===== config.mk =====
export PLATFORM = sky130hd
export DESIGN_NAME = rtc_read_sequencer_flat
export DESIGN_NICKNAME = d
export VERILOG_FILES = /design/src/rtl/rtc_read_sequencer_if.sv /design/src/rtl/rtc_read_sequencer.sv /design/src/flat_wrapper.sv
export SDC_FILE = /design/constraint.sdc
export NUM_CORES = 1
export LEC_CHECK = 0
export CAP_MARGIN = 20
export CORE_UTILIZATION = 35
export DETAILED_ROUTE_END_ITERATION = 16
export SLEW_MARGIN = 10
export SYNTH_ARGS = -nofsm -noshare
export SYNTH_HDL_FRONTEND = slang
export SYNTH_SLANG_ARGS = --single-unit
export TNS_END_PERCENT = 30

===== constraint.sdc =====
create_clock -name clk -period 2.5 [get_ports clk]
set_clock_uncertainty 0.05 [all_clocks]
set_input_delay 0.375 -clock clk [delete_from_list [all_inputs] [get_ports clk]]
set_output_delay 0.375 -clock clk [all_outputs]
set_load 0.005 [all_outputs]

===== src/rtl/rtc_read_sequencer_if.sv =====
// rtc_read_sequencer_if
//   Groups the RTC read sequencer's bus-side signals.
//   slave  : the sequencer (samples start/cnt/din, drives everything else)
//   master : the environment (drives start/cnt/din, observes the rest)
//   start         sweep request
//   cnt[6:0]      external transaction counter value
//   en_cnt        counter enable
//   din[7:0]      RTC data read back
//   ad_out[7:0]   address onto multiplexed AD bus, ad_oe its output enable
//   ale/cs_n/rd_n RTC bus strobes
//   seg..tmr      captured RTC registers
//   busy/done     sweep status
interface rtc_read_sequencer_if;
  logic       start;
  logic [6:0] cnt;
  logic       en_cnt;
  logic [7:0] din;
  logic [7:0] ad_out;
  logic       ad_oe;
  logic       ale;
  logic       cs_n;
  logic       rd_n;
  logic [7:0] seg;
  logic [7:0] min;
  logic [7:0] hr;
  logic [7:0] dia;
  logic [7:0] mes;
  logic [7:0] anio;
  logic [7:0] tmr;
  logic       busy;
  logic       done;

  modport slave (
    input  start, cnt, din,
    output en_cnt, ad_out, ad_oe, ale, cs_n, rd_n,
           seg, min, hr, dia, mes, anio, tmr, busy, done
  );

  modport master (
    output start, cnt, din,
    input  en_cnt, ad_out, ad_oe, ale, cs_n, rd_n,
           seg, min, hr, dia, mes, anio, tmr, busy, done
  );
endinterface


===== src/rtl/rtc_read_sequencer.sv =====
// rtc_read_sequencer
//   Reads seven RTC registers in one sweep. Each register takes one
//   85-cycle transaction timed by an external counter (cnt 0..84 while
//   en_cnt is high). Strobes are decoded from cnt; din is captured at
//   cnt == SAMPLE_AT into the register selected by the sweep index.
//   clk   : system clock, rising edge
//   reset : asynchronous, active low
//   bus   : rtc_read_sequencer_if.slave (handshake, RTC bus, results)
module rtc_read_sequencer #(
  parameter int unsigned ALE_END   = 9,
  parameter int unsigned CS_START  = 20,
  parameter int unsigned RD_START  = 30,
  parameter int unsigned SAMPLE_AT = 60,
  parameter int unsigned RD_END    = 64,
  parameter int unsigned CS_END    = 74
) (
  input  logic                  clk,
  input  logic                  reset,
  rtc_read_sequencer_if.slave   bus
);

  localparam logic [6:0] LP_ALE_END   = 7'(ALE_END);
  localparam logic [6:0] LP_CS_START  = 7'(CS_START);
  localparam logic [6:0] LP_RD_START  = 7'(RD_START);
  localparam logic [6:0] LP_SAMPLE_AT = 7'(SAMPLE_AT);
  localparam logic [6:0] LP_RD_END    = 7'(RD_END);
  localparam logic [6:0] LP_CS_END    = 7'(CS_END);
  localparam logic [6:0] LP_CNT_LAST  = 7'd84;
  localparam logic [2:0] LP_IDX_LAST  = 3'd6;

  typedef enum logic [1:0] {
    ST_IDLE,
    ST_READ,
    ST_DONE
  } state_t;

  state_t     r_state;
  logic [2:0] r_idx;
  logic       r_busy;
  logic       r_done;
  logic [7:0] r_data [7];

  logic       w_in_read;
  logic [7:0] w_addr;

  always_ff @(posedge clk or negedge reset) begin
    if (!reset) begin
      r_state <= ST_IDLE;
      r_idx   <= '0;
      r_busy  <= 1'b0;
      r_done  <= 1'b0;
      r_data  <= '{default: '0};
    end else begin
      case (r_state)
        ST_IDLE: begin
          r_done <= 1'b0;
          if (bus.start) begin
            r_state <= ST_READ;
            r_idx   <= '0;
            r_busy  <= 1'b1;
          end
        end
        ST_READ: begin
          if (bus.cnt == LP_SAMPLE_AT) begin
            r_data[r_idx] <= bus.din;
          end
          // Last count of a transaction: advance to next register or finish
          if (bus.cnt == LP_CNT_LAST) begin
            if (r_idx == LP_IDX_LAST) begin
              r_state <= ST_DONE;
              r_busy  <= 1'b0;
              r_done  <= 1'b1;
            end else begin
              r_idx <= r_idx + 3'd1;
            end
          end
        end
        ST_DONE: begin
          r_state <= ST_IDLE;
          r_done  <= 1'b0;
        end
        default: begin
          r_state <= ST_IDLE;
          r_busy  <= 1'b0;
          r_done  <= 1'b0;
        end
      endcase
    end
  end

  assign w_in_read = (r_state == ST_READ);

  always_comb begin
    w_addr = 8'h00;
    if (w_in_read) begin
      case (r_idx)
        3'd0:    w_addr = 8'h21;
        3'd1:    w_addr = 8'h22;
        3'd2:    w_addr = 8'h23;
        3'd3:    w_addr = 8'h24;
        3'd4:    w_addr = 8'h25;
        3'd5:    w_addr = 8'h26;
        3'd6:    w_addr = 8'h41;
        default: w_addr = 8'h00;
      endcase
    end
  end

  assign bus.ad_out = w_addr;
  assign bus.ale    = w_in_read && (bus.cnt <= LP_ALE_END);
  assign bus.ad_oe  = w_in_read && (bus.cnt <  LP_CS_START);
  assign bus.cs_n   = !(w_in_read && (bus.cnt >= LP_CS_START) && (bus.cnt <= LP_CS_END));
  assign bus.rd_n   = !(w_in_read && (bus.cnt >= LP_RD_START) && (bus.cnt <= LP_RD_END));

  // busy is high exactly in READ, which is also when the counter runs
  assign bus.en_cnt = r_busy;
  assign bus.busy   = r_busy;
  assign bus.done   = r_done;

  assign bus.seg  = r_data[0];
  assign bus.min  = r_data[1];
  assign bus.hr   = r_data[2];
  assign bus.dia  = r_data[3];
  assign bus.mes  = r_data[4];
  assign bus.anio = r_data[5];
  assign bus.tmr  = r_data[6];

endmodule


===== src/flat_wrapper.sv =====
// flat-port wrapper written by rule: the top's interface ports become plain ports
module rtc_read_sequencer_flat 
#(
  parameter int unsigned ALE_END   = 9,
  parameter int unsigned CS_START  = 20,
  parameter int unsigned RD_START  = 30,
  parameter int unsigned SAMPLE_AT = 60,
  parameter int unsigned RD_END    = 64,
  parameter int unsigned CS_END    = 74
)
  (clk, reset, bus_start, bus_cnt, bus_din, bus_en_cnt, bus_ad_out, bus_ad_oe, bus_ale, bus_cs_n, bus_rd_n, bus_seg, bus_min, bus_hr, bus_dia, bus_mes, bus_anio, bus_tmr, bus_busy, bus_done);
  rtc_read_sequencer_if bus_i ();
  input  logic clk;
  input  logic reset;
  input wire logic [$bits(bus_i.start)-1:0] bus_start;
  input wire logic [$bits(bus_i.cnt)-1:0] bus_cnt;
  input wire logic [$bits(bus_i.din)-1:0] bus_din;
  output wire logic [$bits(bus_i.en_cnt)-1:0] bus_en_cnt;
  output wire logic [$bits(bus_i.ad_out)-1:0] bus_ad_out;
  output wire logic [$bits(bus_i.ad_oe)-1:0] bus_ad_oe;
  output wire logic [$bits(bus_i.ale)-1:0] bus_ale;
  output wire logic [$bits(bus_i.cs_n)-1:0] bus_cs_n;
  output wire logic [$bits(bus_i.rd_n)-1:0] bus_rd_n;
  output wire logic [$bits(bus_i.seg)-1:0] bus_seg;
  output wire logic [$bits(bus_i.min)-1:0] bus_min;
  output wire logic [$bits(bus_i.hr)-1:0] bus_hr;
  output wire logic [$bits(bus_i.dia)-1:0] bus_dia;
  output wire logic [$bits(bus_i.mes)-1:0] bus_mes;
  output wire logic [$bits(bus_i.anio)-1:0] bus_anio;
  output wire logic [$bits(bus_i.tmr)-1:0] bus_tmr;
  output wire logic [$bits(bus_i.busy)-1:0] bus_busy;
  output wire logic [$bits(bus_i.done)-1:0] bus_done;
  assign bus_i.start = bus_start;
  assign bus_i.cnt = bus_cnt;
  assign bus_i.din = bus_din;
  assign bus_en_cnt = bus_i.en_cnt;
  assign bus_ad_out = bus_i.ad_out;
  assign bus_ad_oe = bus_i.ad_oe;
  assign bus_ale = bus_i.ale;
  assign bus_cs_n = bus_i.cs_n;
  assign bus_rd_n = bus_i.rd_n;
  assign bus_seg = bus_i.seg;
  assign bus_min = bus_i.min;
  assign bus_hr = bus_i.hr;
  assign bus_dia = bus_i.dia;
  assign bus_mes = bus_i.mes;
  assign bus_anio = bus_i.anio;
  assign bus_tmr = bus_i.tmr;
  assign bus_busy = bus_i.busy;
  assign bus_done = bus_i.done;
  rtc_read_sequencer #(.ALE_END(ALE_END), .CS_START(CS_START), .RD_START(RD_START), .SAMPLE_AT(SAMPLE_AT), .RD_END(RD_END), .CS_END(CS_END)) u_core (.clk(clk), .reset(reset), .bus(bus_i));
endmodule

==> results list <==
- In this run the register-to-register setup slack is around 0.61 ns.
- After synthesis the netlist holds a flip-flop and latch count of 63.
- Number of antenna violations at the first check in global routing: 0
- Starting density of the core: approximately 37%
- For the worst setup path, the data arrival time is slightly below 2 ns.
- Standard-cell rows: 32
- Clock-pin slew was measured on the worst setup and hold paths at 0.08 ns.
- Die ar.: between 8000 and 9000 µm²
- Iteration-0 DRC count of the detailed router: between 80 and 90
* Cell type of the slowest stage on the worst timing path: or3b_2
- The startpoint identified for the worst register-to-register timing path is u_core.r_state[0].
- Reg2reg path depth: 5
- Layout cell share with drive strength beyond 1: 33.3%
- Cells along the critical path: inv_1 > ha_1 > or3b_2 > a21oi_1 > nor2_1 > dlygate4sd2_1
- The number of hold-slack violations in the final timing report came to 0.
* Signed area change from the synthesized netlist to the final layout: 44.4%
* Remaining routing DRC violations: 0
- Port buffer count: 85
- Required time of the critical path: about 2.1 ns
- In the finished design, the share of the clock period the worst path needs comes to around 96%.
* Min-delay worst type: in -> async
* Total placed instance area: about 3900 µm²
* Final design utilization: a little over half
- In this run the power density over the cells is roughly 560 nW/µm².
- The smallest clock period supported by the final layout is computed as 2.40 ns.
* FMAX: about 420 MHz
- Sequential fraction of the synthesis area: a little over half
- In the routed layout, each cell is associated on average with a via count of ~5.
- The worst setup path is captured at an output pin.
* Cell taking the most area after synthesis: dfrtp_1
- Worst stage delay on the critical path: around 0.47 ns
* Transition time at the pin with the least slew margin: 0.790 ns
- Half-perimeter wire length after detailed placement: slightly below 5000 µm
- Global-route wire length before repair: between 10000 and 15000 µm
* Synth cell types: 44
* Floorplan core area: between 7000 and 8000 µm²
* Level count of the clock H-tree: 3
- Die width: between 90 and 100 µm
- Largest net degree at the start of global routing: 64
- The number of hold buffers added after CTS was 0.
- In this run the static leakage power is 1.96 nW.
* Mean routed wirelength per cell: between 15 and 20 µm
- 0 antenna diodes ended up in the layout.
* Number of sinks driven by the clock tree: 63
* Post-Syn Area: around 2900 µm²
- The max-slew violation count is 0.
- Setup repair after global routing left no endpoint under its margin.
- Total Wirelength: 6900 µm
- The cell count after synthesis came out at 205.
* Number of violations of the max-capacitance limit: 0
- TritonCTS buffer count: 9
* Die height: between 90 and 100 µm
- During synthesis, Yosys emitted a total of 0 warnings.
- The worst setup path is launched from a register.
* Detailed-router iteration count before antenna repair: 4
* All-layer global routing usage: roughly 17%
- In this run the biggest area consumer among cell types represents ~54% of the synthesized area.
- Dividing the synthesized area by the synthesized cell count gives between 10 and 15 µm².
* CTS Root Cell: clkbuf_8
- Clock latency on the worst-skew pair: ~0.33 ns
- Vias after detailed routing: 2076
- TritonCTS built the clock tree.
* Cells taking the most area after synthesis: dfrtp_1, mux2_2, nand4_4
- ANT nets after route: 0
- Setup violations remaining at the end of the flow were counted as 0.
- Total power for the finished layout comes to roughly 2.3 mW.
* Maximum count of clock buffers along a single path: 2
- The endpoint identified for the worst register-to-register timing path is u_core.bus.tmr[7].
- With fillers left out, the area of the finished cells amounts to 4180 µm².
* Max rail drop VDD: 0.361 mV
- Headroom to the max-slew limit came out at a little under half.
* Start-to-end type of the worst setup path: reg -> out
- Outcome: completed
* I/O pin total: 89
- Post-layout nets: ~330
- Global routing finished with a remaining overflow of 0.
- Maximum fanout encountered on the critical timing path: 3
- Routability-driven placement finished with a final weighted congestion of 0.818.
- The via count of the first global-routing pass came to 2058.
worst max-delay path: cells and delay by family (launching register included):
kind	cells	cell delay (ns)
AO/OA/AOI/OAI	1	0.17
adder cells (fa/ha/maj)	1	0.19
buffers and inverters	2	0.35
AND/OR/NAND/NOR	2	0.52
flip-flops	1	0.41
metrics by stage:
stage / std cells / hold WS, ns / setup TNS, ns / setup slack [ns]
2_1_floorplan: 207 / 0.0294 / 0 / 0.470
3_3_place_gp: 400 / 0.424 / -0.115 / -0.115
3_5_place_dp: 400 / 0.433 / -0.144 / -0.144
4_1_cts: 417 / 0.189 / 0 / 0.0145
5_1_grt: 417 / 0.232 / 0 / 0.00121
6_report: 417 / 0.159 / 0 / 0.102
power breakdown:
part / internal, mW / switching, mW
sequential: 1.05 / 0.0220
clock: 0.493 / 0.413
combinational: 0.195 / 0.156
total: 1.74 / 0.591
layout by cell type, fill, tap and decap left out, types with 5 or more instances in the layout:
cell type,count
nor2_1,7
a21oi_1,5
inv_1,6
mux2_2,54
clkbuf_8,10
clkdlybuf4s50_1,79
nand4_4,5
dfrtp_1,63
buf_4,15
area by class of cell:
class / instances / area, µm²
fill: 702 / 3670
sequential: 63 / 1580
multi-input combinational: 127 / 1230
timing repair buffer: 103 / 1010
clock buffer: 10 / 138
tap: 102 / 128
clock inverter: 6 / 68.8
inverter: 6 / 22.5
routing by layer:
| layer | vias up | global-route usage [%] | wire length [µm] |
|---|---|---|---|
| met3 | 7 | 4.19 | 348 |
| met1 | 1056 | 23.3 | 3100 |
| met5 | - | 0 | 0 |
| li1 | 965 | - | - |
| met2 | 48 | 27.0 | 3370 |
| met4 | 0 | 6.92 | 71 |
sequential cells by signal, summed over array words and instances (netlist names):
register / count
u_core.r_idx: 3
u_core.bus.mes: 8
u_core.bus.done: 1
u_core.r_state: 2
u_core.bus.dia: 8
u_core.bus.anio: 8
u_core.bus.hr: 8
u_core.bus.tmr: 8
u_core.bus.min: 8
u_core.bus.busy: 1
u_core.bus.seg: 8
cells by family after synthesis:
family / count (synthesis) / share of synthesized area [%]
flip-flops: 63 / 54.5
multiplexers: 56 / 21.8
AND/OR/NAND/NOR: 41 / 12.7
AO/OA/AOI/OAI: 22 / 5.15
buffers and inverters: 17 / 3.59
adder cells (fa/ha/maj): 5 / 2.16
other: 1 / 0.130
worst max path at each step:
stage / from / end / slack (ns)
floorplan: u_core.r_idx[0] / bus_ad_out[5] / 0.47
global placement: bus_cnt[0] / bus_rd_n / -0.12
detailed placement: bus_cnt[0] / bus_rd_n / -0.14
CTS: u_core.r_idx[0] / bus_ad_out[2] / 0.01
global route: u_core.r_idx[0] / bus_ad_out[0] / 0.001
finish: u_core.r_idx[0] / bus_ad_out[0] / 0.10
synth_stat cells:
library cell  instances
a21boi_0              1
buf_2                 1
nor3_1                2
nand4_1               2
o311ai_0              2
dfrtp_1              63
nand3b_1              1
nor3b_4               1
buf_4                 4
o31ai_1               1
nand3_1               1
a21oi_1               5
and4b_1               1
o21a_1                2
clkbuf_1              2
ha_1                  5
a31o_2                1
o21ai_0               5
mux2_2               54
or4b_2                1
and4_1                3
mux2_1                2
nor4_1                2
or2b_1                1
o2111ai_1             1
a41oi_1               1
nor2b_1               1
nor4b_4               1
inv_1                 6
nor2_1                7
and3_2                1
or3b_2                2
buf_6                 3
and4bb_2              1
a32o_1                1
o21bai_1              1
clkbuf_2              1
nor4b_1               2
and3_1                1
nand4_4               5
conb_1                1
a211oi_1              1
and3b_1               1
nand2_1               4
what timing repair did:
| item | CTS | global route |
|---|---|---|
| gates resized for setup | 7 | 5 |
| pin swaps | 1 | 0 |
| endpoints found under the setup margin | 4 | 5 |
| setup buffers | 1 | 0 |
(Power assumes the default switching activity.)
